==> config.mk <==
export PLATFORM = sky130hd
export DESIGN_NAME = pipeline_hazard_ctrl_flat
export DESIGN_NICKNAME = d
export VERILOG_FILES = /design/src/rtl/pipeline_hazard_ctrl_if.sv /design/src/rtl/pipeline_hazard_ctrl.sv /design/src/flat_wrapper.sv
export SDC_FILE = /design/constraint.sdc
export NUM_CORES = 1
export LEC_CHECK = 0
export BUFFER_PORTS_ARGS = -buffer_cell sky130_fd_sc_hd__buf_4
export CORE_ASPECT_RATIO = 1.75
export CORE_MARGIN = 3
export CORE_UTILIZATION = 40
export DETAILED_ROUTE_END_ITERATION = 7
export PLACE_DENSITY = 0.76
export SYNTH_ARGS = -nofsm -noshare
export SYNTH_HDL_FRONTEND = slang
export SYNTH_SLANG_ARGS = --single-unit
==> constraint.sdc <==
create_clock -name clk -period 1.3 [get_ports clk]
set_clock_uncertainty 0.1 [all_clocks]
set_input_delay 0 -clock clk [delete_from_list [all_inputs] [get_ports clk]]
set_output_delay 0 -clock clk [all_outputs]
set_load 0.01 [all_outputs]
==> src/rtl/pipeline_hazard_ctrl_if.sv <==
// Control bundle between the CPU datapath and the hazard/sequencing block.
// The datapath side (master) reports what the ID and EX instructions do and
// raises halt requests; the controller side (slave) returns the fetch address,
// pipeline-register enables/flushes and per-stage valid bits.
interface pipeline_hazard_ctrl_if #(
    parameter int PC_WIDTH = 10
);
    // Datapath -> controller
    logic                id_reads_a;
    logic                id_reads_b;
    logic                id_jump;
    logic [PC_WIDTH-1:0] id_jump_target;
    logic                ex_mem_read;
    logic                ex_writes_a;
    logic                ex_writes_b;
    logic                ex_branch_taken;
    logic [PC_WIDTH-1:0] ex_branch_target;
    logic                halt_req;

    // Controller -> datapath
    logic [PC_WIDTH-1:0] pc;
    logic                pc_en;
    logic                if_id_en;
    logic                if_id_flush;
    logic                id_ex_flush;
    logic                stall;
    logic                valid_id;
    logic                valid_ex;
    logic                valid_mem;
    logic                valid_wb;
    logic                halted;

    modport master (
        output id_reads_a, id_reads_b, id_jump, id_jump_target,
               ex_mem_read, ex_writes_a, ex_writes_b,
               ex_branch_taken, ex_branch_target, halt_req,
        input  pc, pc_en, if_id_en, if_id_flush, id_ex_flush, stall,
               valid_id, valid_ex, valid_mem, valid_wb, halted
    );

    modport slave (
        input  id_reads_a, id_reads_b, id_jump, id_jump_target,
               ex_mem_read, ex_writes_a, ex_writes_b,
               ex_branch_taken, ex_branch_target, halt_req,
        output pc, pc_en, if_id_en, if_id_flush, id_ex_flush, stall,
               valid_id, valid_ex, valid_mem, valid_wb, halted
    );
endinterface

==> src/rtl/pipeline_hazard_ctrl.sv <==
// Central sequencing block of the 5-stage CPU. Owns the program counter,
// decides stalls (load-use), redirects (ID jump, EX taken branch) and the
// halt/drain sequence, and tracks which stages hold real instructions so
// MEM/WB can gate their side effects.
module pipeline_hazard_ctrl #(
    parameter int                  PC_WIDTH = 10,
    parameter logic [PC_WIDTH-1:0] RESET_PC = '0
) (
    input  logic                   clk,
    input  logic                   reset,
    pipeline_hazard_ctrl_if.slave  bus
);

    typedef enum logic [1:0] {
        RUN    = 2'd0,
        DRAIN  = 2'd1,
        HALTED = 2'd2
    } state_t;

    localparam logic [PC_WIDTH-1:0] PC_STEP = {{(PC_WIDTH-1){1'b0}}, 1'b1};

    state_t              state_q;
    logic                halted_q;
    logic [PC_WIDTH-1:0] pc_q, pc_d;
    logic                validId_q, validId_d;
    logic                validEx_q, validEx_d;
    logic                validMem_q, validMem_d;
    logic                validWb_q, validWb_d;

    logic fetchOk;
    logic br;
    logic jp;
    logic hz;
    logic depHit;
    logic drainDone;

    // Qualify the raw datapath events with stage validity; a branch outranks everything.
    always_comb begin
        fetchOk = (state_q == RUN);
        br      = bus.ex_branch_taken & validEx_q;
        jp      = bus.id_jump & validId_q & ~br;
        depHit  = (bus.id_reads_a & bus.ex_writes_a) | (bus.id_reads_b & bus.ex_writes_b);
        hz      = validId_q & validEx_q & bus.ex_mem_read & depHit & ~br;
    end

    // Next fetch address: only redirected or advanced while fetching is enabled.
    always_comb begin
        pc_d = pc_q;
        if (fetchOk) begin
            if (br) begin
                pc_d = bus.ex_branch_target;
            end else if (hz) begin
                pc_d = pc_q;
            end else if (jp) begin
                pc_d = bus.id_jump_target;
            end else begin
                pc_d = pc_q + PC_STEP;
            end
        end
    end

    // Valid bits shift down the pipe; bubbles enter on stall, flush or disabled fetch.
    always_comb begin
        validWb_d  = validMem_q;
        validMem_d = validEx_q;
        validEx_d  = validId_q & ~hz & ~br;
        if (hz) begin
            validId_d = validId_q;
        end else begin
            validId_d = fetchOk & ~br & ~jp;
        end
        drainDone = ~(validId_d | validEx_d | validMem_d | validWb_d);
    end

    // PC and per-stage valid registers.
    always_ff @(posedge clk or negedge reset) begin
        if (!reset) begin
            pc_q       <= RESET_PC;
            validId_q  <= 1'b0;
            validEx_q  <= 1'b0;
            validMem_q <= 1'b0;
            validWb_q  <= 1'b0;
        end else begin
            pc_q       <= pc_d;
            validId_q  <= validId_d;
            validEx_q  <= validEx_d;
            validMem_q <= validMem_d;
            validWb_q  <= validWb_d;
        end
    end

    // Run/drain/halt sequencer with a registered halted flag; only reset leaves HALTED.
    always_ff @(posedge clk or negedge reset) begin
        if (!reset) begin
            state_q  <= RUN;
            halted_q <= 1'b0;
        end else begin
            case (state_q)
                RUN: begin
                    halted_q <= 1'b0;
                    if (bus.halt_req) begin
                        state_q <= DRAIN;
                    end
                end
                DRAIN: begin
                    if (drainDone) begin
                        state_q  <= HALTED;
                        halted_q <= 1'b1;
                    end
                end
                HALTED: begin
                    halted_q <= 1'b1;
                end
                default: begin
                    state_q  <= HALTED;
                    halted_q <= 1'b1;
                end
            endcase
        end
    end

    assign bus.pc          = pc_q;
    assign bus.stall       = hz;
    assign bus.pc_en       = (fetchOk & ~hz) | br;
    assign bus.if_id_en    = ~hz;
    assign bus.if_id_flush = br | jp | ~fetchOk;
    assign bus.id_ex_flush = hz | br;
    assign bus.valid_id    = validId_q;
    assign bus.valid_ex    = validEx_q;
    assign bus.valid_mem   = validMem_q;
    assign bus.valid_wb    = validWb_q;
    assign bus.halted      = halted_q;

endmodule

==> src/flat_wrapper.sv <==
// flat-port wrapper written by rule: the top's interface ports become plain ports
module pipeline_hazard_ctrl_flat 
#(
    parameter int                  PC_WIDTH = 10,
    parameter logic [PC_WIDTH-1:0] RESET_PC = '0
)
  (clk, reset, bus_id_reads_a, bus_id_reads_b, bus_id_jump, bus_id_jump_target, bus_ex_mem_read, bus_ex_writes_a, bus_ex_writes_b, bus_ex_branch_taken, bus_ex_branch_target, bus_halt_req, bus_pc, bus_pc_en, bus_if_id_en, bus_if_id_flush, bus_id_ex_flush, bus_stall, bus_valid_id, bus_valid_ex, bus_valid_mem, bus_valid_wb, bus_halted);
  pipeline_hazard_ctrl_if #(.PC_WIDTH(PC_WIDTH)) bus_i ();
  input  logic clk;
  input  logic reset;
  input wire logic [$bits(bus_i.id_reads_a)-1:0] bus_id_reads_a;
  input wire logic [$bits(bus_i.id_reads_b)-1:0] bus_id_reads_b;
  input wire logic [$bits(bus_i.id_jump)-1:0] bus_id_jump;
  input wire logic [$bits(bus_i.id_jump_target)-1:0] bus_id_jump_target;
  input wire logic [$bits(bus_i.ex_mem_read)-1:0] bus_ex_mem_read;
  input wire logic [$bits(bus_i.ex_writes_a)-1:0] bus_ex_writes_a;
  input wire logic [$bits(bus_i.ex_writes_b)-1:0] bus_ex_writes_b;
  input wire logic [$bits(bus_i.ex_branch_taken)-1:0] bus_ex_branch_taken;
  input wire logic [$bits(bus_i.ex_branch_target)-1:0] bus_ex_branch_target;
  input wire logic [$bits(bus_i.halt_req)-1:0] bus_halt_req;
  output wire logic [$bits(bus_i.pc)-1:0] bus_pc;
  output wire logic [$bits(bus_i.pc_en)-1:0] bus_pc_en;
  output wire logic [$bits(bus_i.if_id_en)-1:0] bus_if_id_en;
  output wire logic [$bits(bus_i.if_id_flush)-1:0] bus_if_id_flush;
  output wire logic [$bits(bus_i.id_ex_flush)-1:0] bus_id_ex_flush;
  output wire logic [$bits(bus_i.stall)-1:0] bus_stall;
  output wire logic [$bits(bus_i.valid_id)-1:0] bus_valid_id;
  output wire logic [$bits(bus_i.valid_ex)-1:0] bus_valid_ex;
  output wire logic [$bits(bus_i.valid_mem)-1:0] bus_valid_mem;
  output wire logic [$bits(bus_i.valid_wb)-1:0] bus_valid_wb;
  output wire logic [$bits(bus_i.halted)-1:0] bus_halted;
  assign bus_i.id_reads_a = bus_id_reads_a;
  assign bus_i.id_reads_b = bus_id_reads_b;
  assign bus_i.id_jump = bus_id_jump;
  assign bus_i.id_jump_target = bus_id_jump_target;
  assign bus_i.ex_mem_read = bus_ex_mem_read;
  assign bus_i.ex_writes_a = bus_ex_writes_a;
  assign bus_i.ex_writes_b = bus_ex_writes_b;
  assign bus_i.ex_branch_taken = bus_ex_branch_taken;
  assign bus_i.ex_branch_target = bus_ex_branch_target;
  assign bus_i.halt_req = bus_halt_req;
  assign bus_pc = bus_i.pc;
  assign bus_pc_en = bus_i.pc_en;
  assign bus_if_id_en = bus_i.if_id_en;
  assign bus_if_id_flush = bus_i.if_id_flush;
  assign bus_id_ex_flush = bus_i.id_ex_flush;
  assign bus_stall = bus_i.stall;
  assign bus_valid_id = bus_i.valid_id;
  assign bus_valid_ex = bus_i.valid_ex;
  assign bus_valid_mem = bus_i.valid_mem;
  assign bus_valid_wb = bus_i.valid_wb;
  assign bus_halted = bus_i.halted;
  pipeline_hazard_ctrl #(.PC_WIDTH(PC_WIDTH), .RESET_PC(RESET_PC)) u_core (.clk(clk), .reset(reset), .bus(bus_i));
endmodule
== After elaboration in Yosys (flattened, before gate mapping) ==
Cells that the tools add are included.
Cells by class
  mux-type cells: 9
  bitwise gates (word level): 27
  equality and inequality tests: 5
  add/sub/neg operators: 1
  reductions and logical operators: 3
Operators by type and width (number)
  $mux 10: 3
  $and 1x1->1: 14
  $add 10x1->10 const B: 1
  $or 1x1->1: 8
  $pmux 2 s3: 1
  $not 1->1: 5
  $mux 2: 2
  $ne 2x2->1 const B: 2
  $reduce_and 3->1: 1
  $eq 2x1->1 const B: 1
  $eq 2x2->1 const B: 1
  $logic_not 2->1: 1
  $mux 1: 2
  $ne 2x1->1 const B: 1
  $pmux 1 s2: 1
  $reduce_and 2->1: 1
Storage, ports and cells
  flip-flop bits (word level): 17
  logic and storage cells: 52
  output and inout bits: 20
  input port bits: 30

== Logic depth before layout (Yosys ltp) ==
  depth in word-level cells: 12
  mapped depth: 5
  mapped depth without buffers: 5

== Worst setup path before layout ==
OpenSTA, ideal clock, no wires.
  path type: reg2reg
  start: register u_core.pc_q[0] (netlist: u_core.bus.pc[0])
  end: register u_core.pc_q[7] (netlist: u_core.bus.pc[7])
  setup slack: -155 ps
  data required time: 1073 ps
  arrival: 1228 ps
  clock period less this slack: 1455 ps
  stages on the path, launching flop included: 5
  cells stage by stage: dfrtp_1 -> and4_1 -> and4_1 -> a222oi_1 -> o2bb2ai_1
On the way
  cells in the longest elaborated chain, start to end: 4
RTL lines
  start, declared: line pipeline_hazard_ctrl.sv:24  | logic [PC_WIDTH-1:0] pc_q, pc_d;
  start signal, assigned: line pipeline_hazard_ctrl.sv:84  | pc_q <= pc_d;
  $add 10x1->10: line pipeline_hazard_ctrl.sv:57  | pc_d = pc_q + PC_STEP;
  $mux 10: line pipeline_hazard_ctrl.sv:54  | end else if (jp) begin
  $mux 10: line pipeline_hazard_ctrl.sv:52  | end else if (hz) begin
  $mux 10: line pipeline_hazard_ctrl.sv:50  | if (br) begin
No other way between the ends. The select of a mux whose other input is x is not followed.
A chain may end at the register's enable or synchronous reset.

== Worst setup path after layout ==
  start: register u_core.validId_q (netlist: u_core.bus.valid_id)
  end: register u_core.pc_q[2] (netlist: u_core.bus.pc[2])
On the way
  cells in the longest elaborated chain, start to end: 6
RTL lines
  start, declared: line pipeline_hazard_ctrl.sv:25  | logic validId_q, validId_d;
  start signal, assigned: line pipeline_hazard_ctrl.sv:85  | validId_q <= validId_d;
  $and 1x1->1 (4 in a row): line pipeline_hazard_ctrl.sv:43  | hz = validId_q & validEx_q & bus.ex_mem_read & depHit & ~br;
  $ne 2x1->1 (no source line)
  $reduce_and 2->1 (no source line)
Several ways; a longest one is shown, not always the timed one. The select of a mux whose other input is x is not followed.

==> impl_metrics.tcl <==
set metrics [dict create \
    outcome "finished, violations left" \
    violations "setup timing" \
    netlist_instances 110 \
    cp.arrival_ps 1790 \
    relSlewSlack_pct 72.8 \
    cts_tree "done" \
    timing.final.crit_share_pct 134 \
    dr_total_vias 1518 \
    rsz0062_at_grt "yes" \
    die_w_um 44.2 \
    nNetsFinal 248 \
    synth-edff-count 0 \
    power_density_nw_per_um2 1820 \
    cpPeakStageDelay_ps 390 \
    start_kind "register" \
    ys_types 37 \
    chipHeight_um 72.8 \
    clock-sinks 17 \
    coreArea_um2 2360 \
    seq_area_frac_synth_pct 41.7 \
    cpMaxStageDelayCell "dfrtp_2" \
    cap_violations 0 \
    drt_first_pass_iters 5 \
    synth_commonest_cells "dfrtp_1 (17), o21ai_0 (11), nand2_1 (9), nor2_1 (9), nand3_1 (5)" \
    total_power_mw 4.02 \
    detail-route-antenna-nets 0 \
    hold_slack_ps 48.4 \
    clk_latency_ps 260 \
    dieArea_um2 3210 \
    grt_pass1_vias 1497 \
    num_rows 23 \
    nFillCells 77 \
    port_buffers 49 \
    post_drt_wl_per_cell_um 23.8 \
    netlist.area_leader.share_pct 41.7 \
    required_ps 1350 \
    crit_fanout 5 \
    r2r_slack_ps -440 \
    grt_pass1_wl_um 7060 \
    synth.cell_area_um2 1020 \
    drt_iter0_drc 108 \
    path_clk_slew_ps 80 \
    antenna_found_initial 0 \
    hpwl_um 2800 \
    htree_num_levels 1 \
    syn-num-nets 141 \
    io_pins 50 \
    worst_slack_ps -438 \
    cp_common_cell "o21ai_2" \
    synth_seq_cells 17 \
    postSynthAreaPerCell_um2 9.27 \
    gp_congestion 0.855 \
    grt_util_all_layers_pct 30.0 \
    synth_most_common_cell "dfrtp_1" \
    finalSetupViolations 18 \
    power_leakage_nw 1.02 \
    synth_top_cell_by_area "dfrtp_1" \
    timing.fmax_mhz 576 \
    routed_wl_um 5750 \
    root_buffer "clkbuf_8" \
    crit_path_start "u_core.bus.valid_id$_DFF_PN0_" \
    yosysWarnings 0 \
    drc_errors 0 \
    path_class "register to register" \
    synthFlopType "dfrtp_1" \
    final_max_slew_viol_count 0 \
    grt_max_degree 18 \
    finalHoldViolations 0 \
    endpoint_kind "register" \
    period_minus_slack_ps 1740 \
    start_util_pct 43.2 \
    synthArstFlopShare_pct 100 \
    numCtsBuffers 3 \
    holdCritPathClass "primary input to asynchronous set/reset pin" \
    peakVddDrop_uv 1250 \
    drive_gt1_share_pct 62.0 \
    overflow 0 \
    r2r-start "u_core.bus.valid_id$_DFF_PN0_" \
    tightest_slew_ps 408 \
    area_growth_pct 117 \
    path_cells "buf_6, nand4b_1, o21ai_2, bufbuf_16, o21ai_2, o21ai_1" \
    clockBufferDepth 2 \
    synth.area.top_cells "dfrtp_1 (42%), o21ai_0 (5.4%), nand2_1 (3.3%), nor2_1 (3.3%), a221oi_1 (2.6%)" \
    antenna_cells 0 \
    via_per_inst 6.30 \
]
-- worst paths after layout --
path / end / depth (start not counted)
max: u_core.bus.pc[2]$_DFFE_PN0P_ / 6
min: u_core.bus.pc[9]$_DFFE_PN0P_ / 2
max reg2reg: u_core.bus.pc[2]$_DFFE_PN0P_ / 6
min reg2reg: u_core.bus.valid_wb$_DFF_PN0_ / 0
max in group asynchronous: u_core.bus.valid_id$_DFF_PN0_ / 2
min in group clk: u_core.bus.valid_ex$_DFF_PN0_ / 3
-- routing by layer --
layer	track usage, %	vias to the layer above	wire length, um	share of wire (%)
li1	-	634	-	-
met1	29.5	715	1760	31
met2	57.5	128	3100	54
met3	4.20	41	443	7.7
met4	15.1	0	436	7.6
met5	0	-	0	0
-- flip-flops by register name, indices dropped and copies added, names as in the netlist --
| register | count |
|---|---|
| u_core.state_q | 2 |
| u_core.bus.halted | 1 |
| u_core.bus.valid_mem | 1 |
| u_core.bus.valid_id | 1 |
| u_core.bus.pc | 10 |
| u_core.bus.valid_ex | 1 |
| u_core.bus.valid_wb | 1 |
-- worst max-delay path: cells and delay by family (launching register included) --
kind | cells | cell delay [ps]
buffers and inverters | 2 | 440
AND/OR/NAND/NOR | 1 | 200
flip-flops | 1 | 390
AO/OA/AOI/OAI | 3 | 490
-- stage by stage --
stage	cell area (um2)	setup slack, ps	TNS, ps	std cells	util, %
after floorplan	1060	-99.8	-278	110	-
final	2210	-438	-4500	241	93.6
after CTS	2010	-247	-2410	234	85.3
after global routing	2210	-467	-4990	241	93.6
after detailed placement	1660	-197	-1680	209	70.3
after global placement	1660	-191	-1650	209	70.3
-- what timing repair did --
action | 4_1_cts | 5_1_grt
cloned | 1 | 0
setup buffers | 5 | 8
pin swaps | 7 | 11
endpoints found under the hold margin | 26 | 0
hold buffers | 15 | 0
gates resized for setup | 24 | 31
setup endpoints to repair | 17 | 19
-- where the power goes --
part           switching [mW]  internal [mW]  total (mW)
registers               0.258          0.745        1.00
logic                    1.20           1.40        2.60
clock network           0.204          0.216       0.420
total                    1.66           2.36        4.02
-- cell usage in the layout (no fill, tap or decap), types with 2 or more instances in the layout --
| master | netlist | routed |
|---|---|---|
| a21o_1 | 2 | 2 |
| a21oi_1 | 3 | 2 |
| a221oi_2 | 0 | 3 |
| a222oi_1 | 2 | 2 |
| a31oi_1 | 3 | 3 |
| and4_1 | 3 | 2 |
| buf_12 | 0 | 4 |
| buf_4 | 1 | 70 |
| buf_6 | 2 | 15 |
| clkbuf_8 | 0 | 3 |
| dfrtp_1 | 17 | 11 |
| dfrtp_2 | 0 | 6 |
| dlygate4sd3_1 | 0 | 15 |
| inv_1 | 4 | 3 |
| nand2_1 | 9 | 6 |
| nand2_8 | 0 | 2 |
| nand3_1 | 5 | 3 |
| nor2_1 | 9 | 7 |
| nor2_2 | 2 | 3 |
| nor2_4 | 1 | 2 |
| o21a_1 | 3 | 2 |
| o21ai_0 | 11 | 2 |
| o21ai_1 | 2 | 6 |
| o21ai_2 | 1 | 6 |
| o2bb2ai_1 | 3 | 3 |
| o31a_1 | 2 | 2 |
-- final cells by class --
cell class | instances | area [um2] | share of cell area, %
Clock inverter | 1 | 7.51 | 0.340
Tap cell | 25 | 31.3 | 1.42
Multi-Input combinational cell | 86 | 723 | 32.7
Timing Repair Buffer | 105 | 957 | 43.3
Clock buffer | 3 | 41.3 | 1.87
Sequential cell | 17 | 433 | 19.6
Inverter | 4 | 15.0 | 0.680
-- cell families after synthesis --
kind of cell	synth area share, %
AND/OR/NAND/NOR	21.8
adder cells (fa/ha/maj)	1.23
AO/OA/AOI/OAI	29.9
buffers and inverters	4.42
flip-flops	41.7
XOR/XNOR	0.859
No activity file was read; power rests on OpenSTA's default activity.
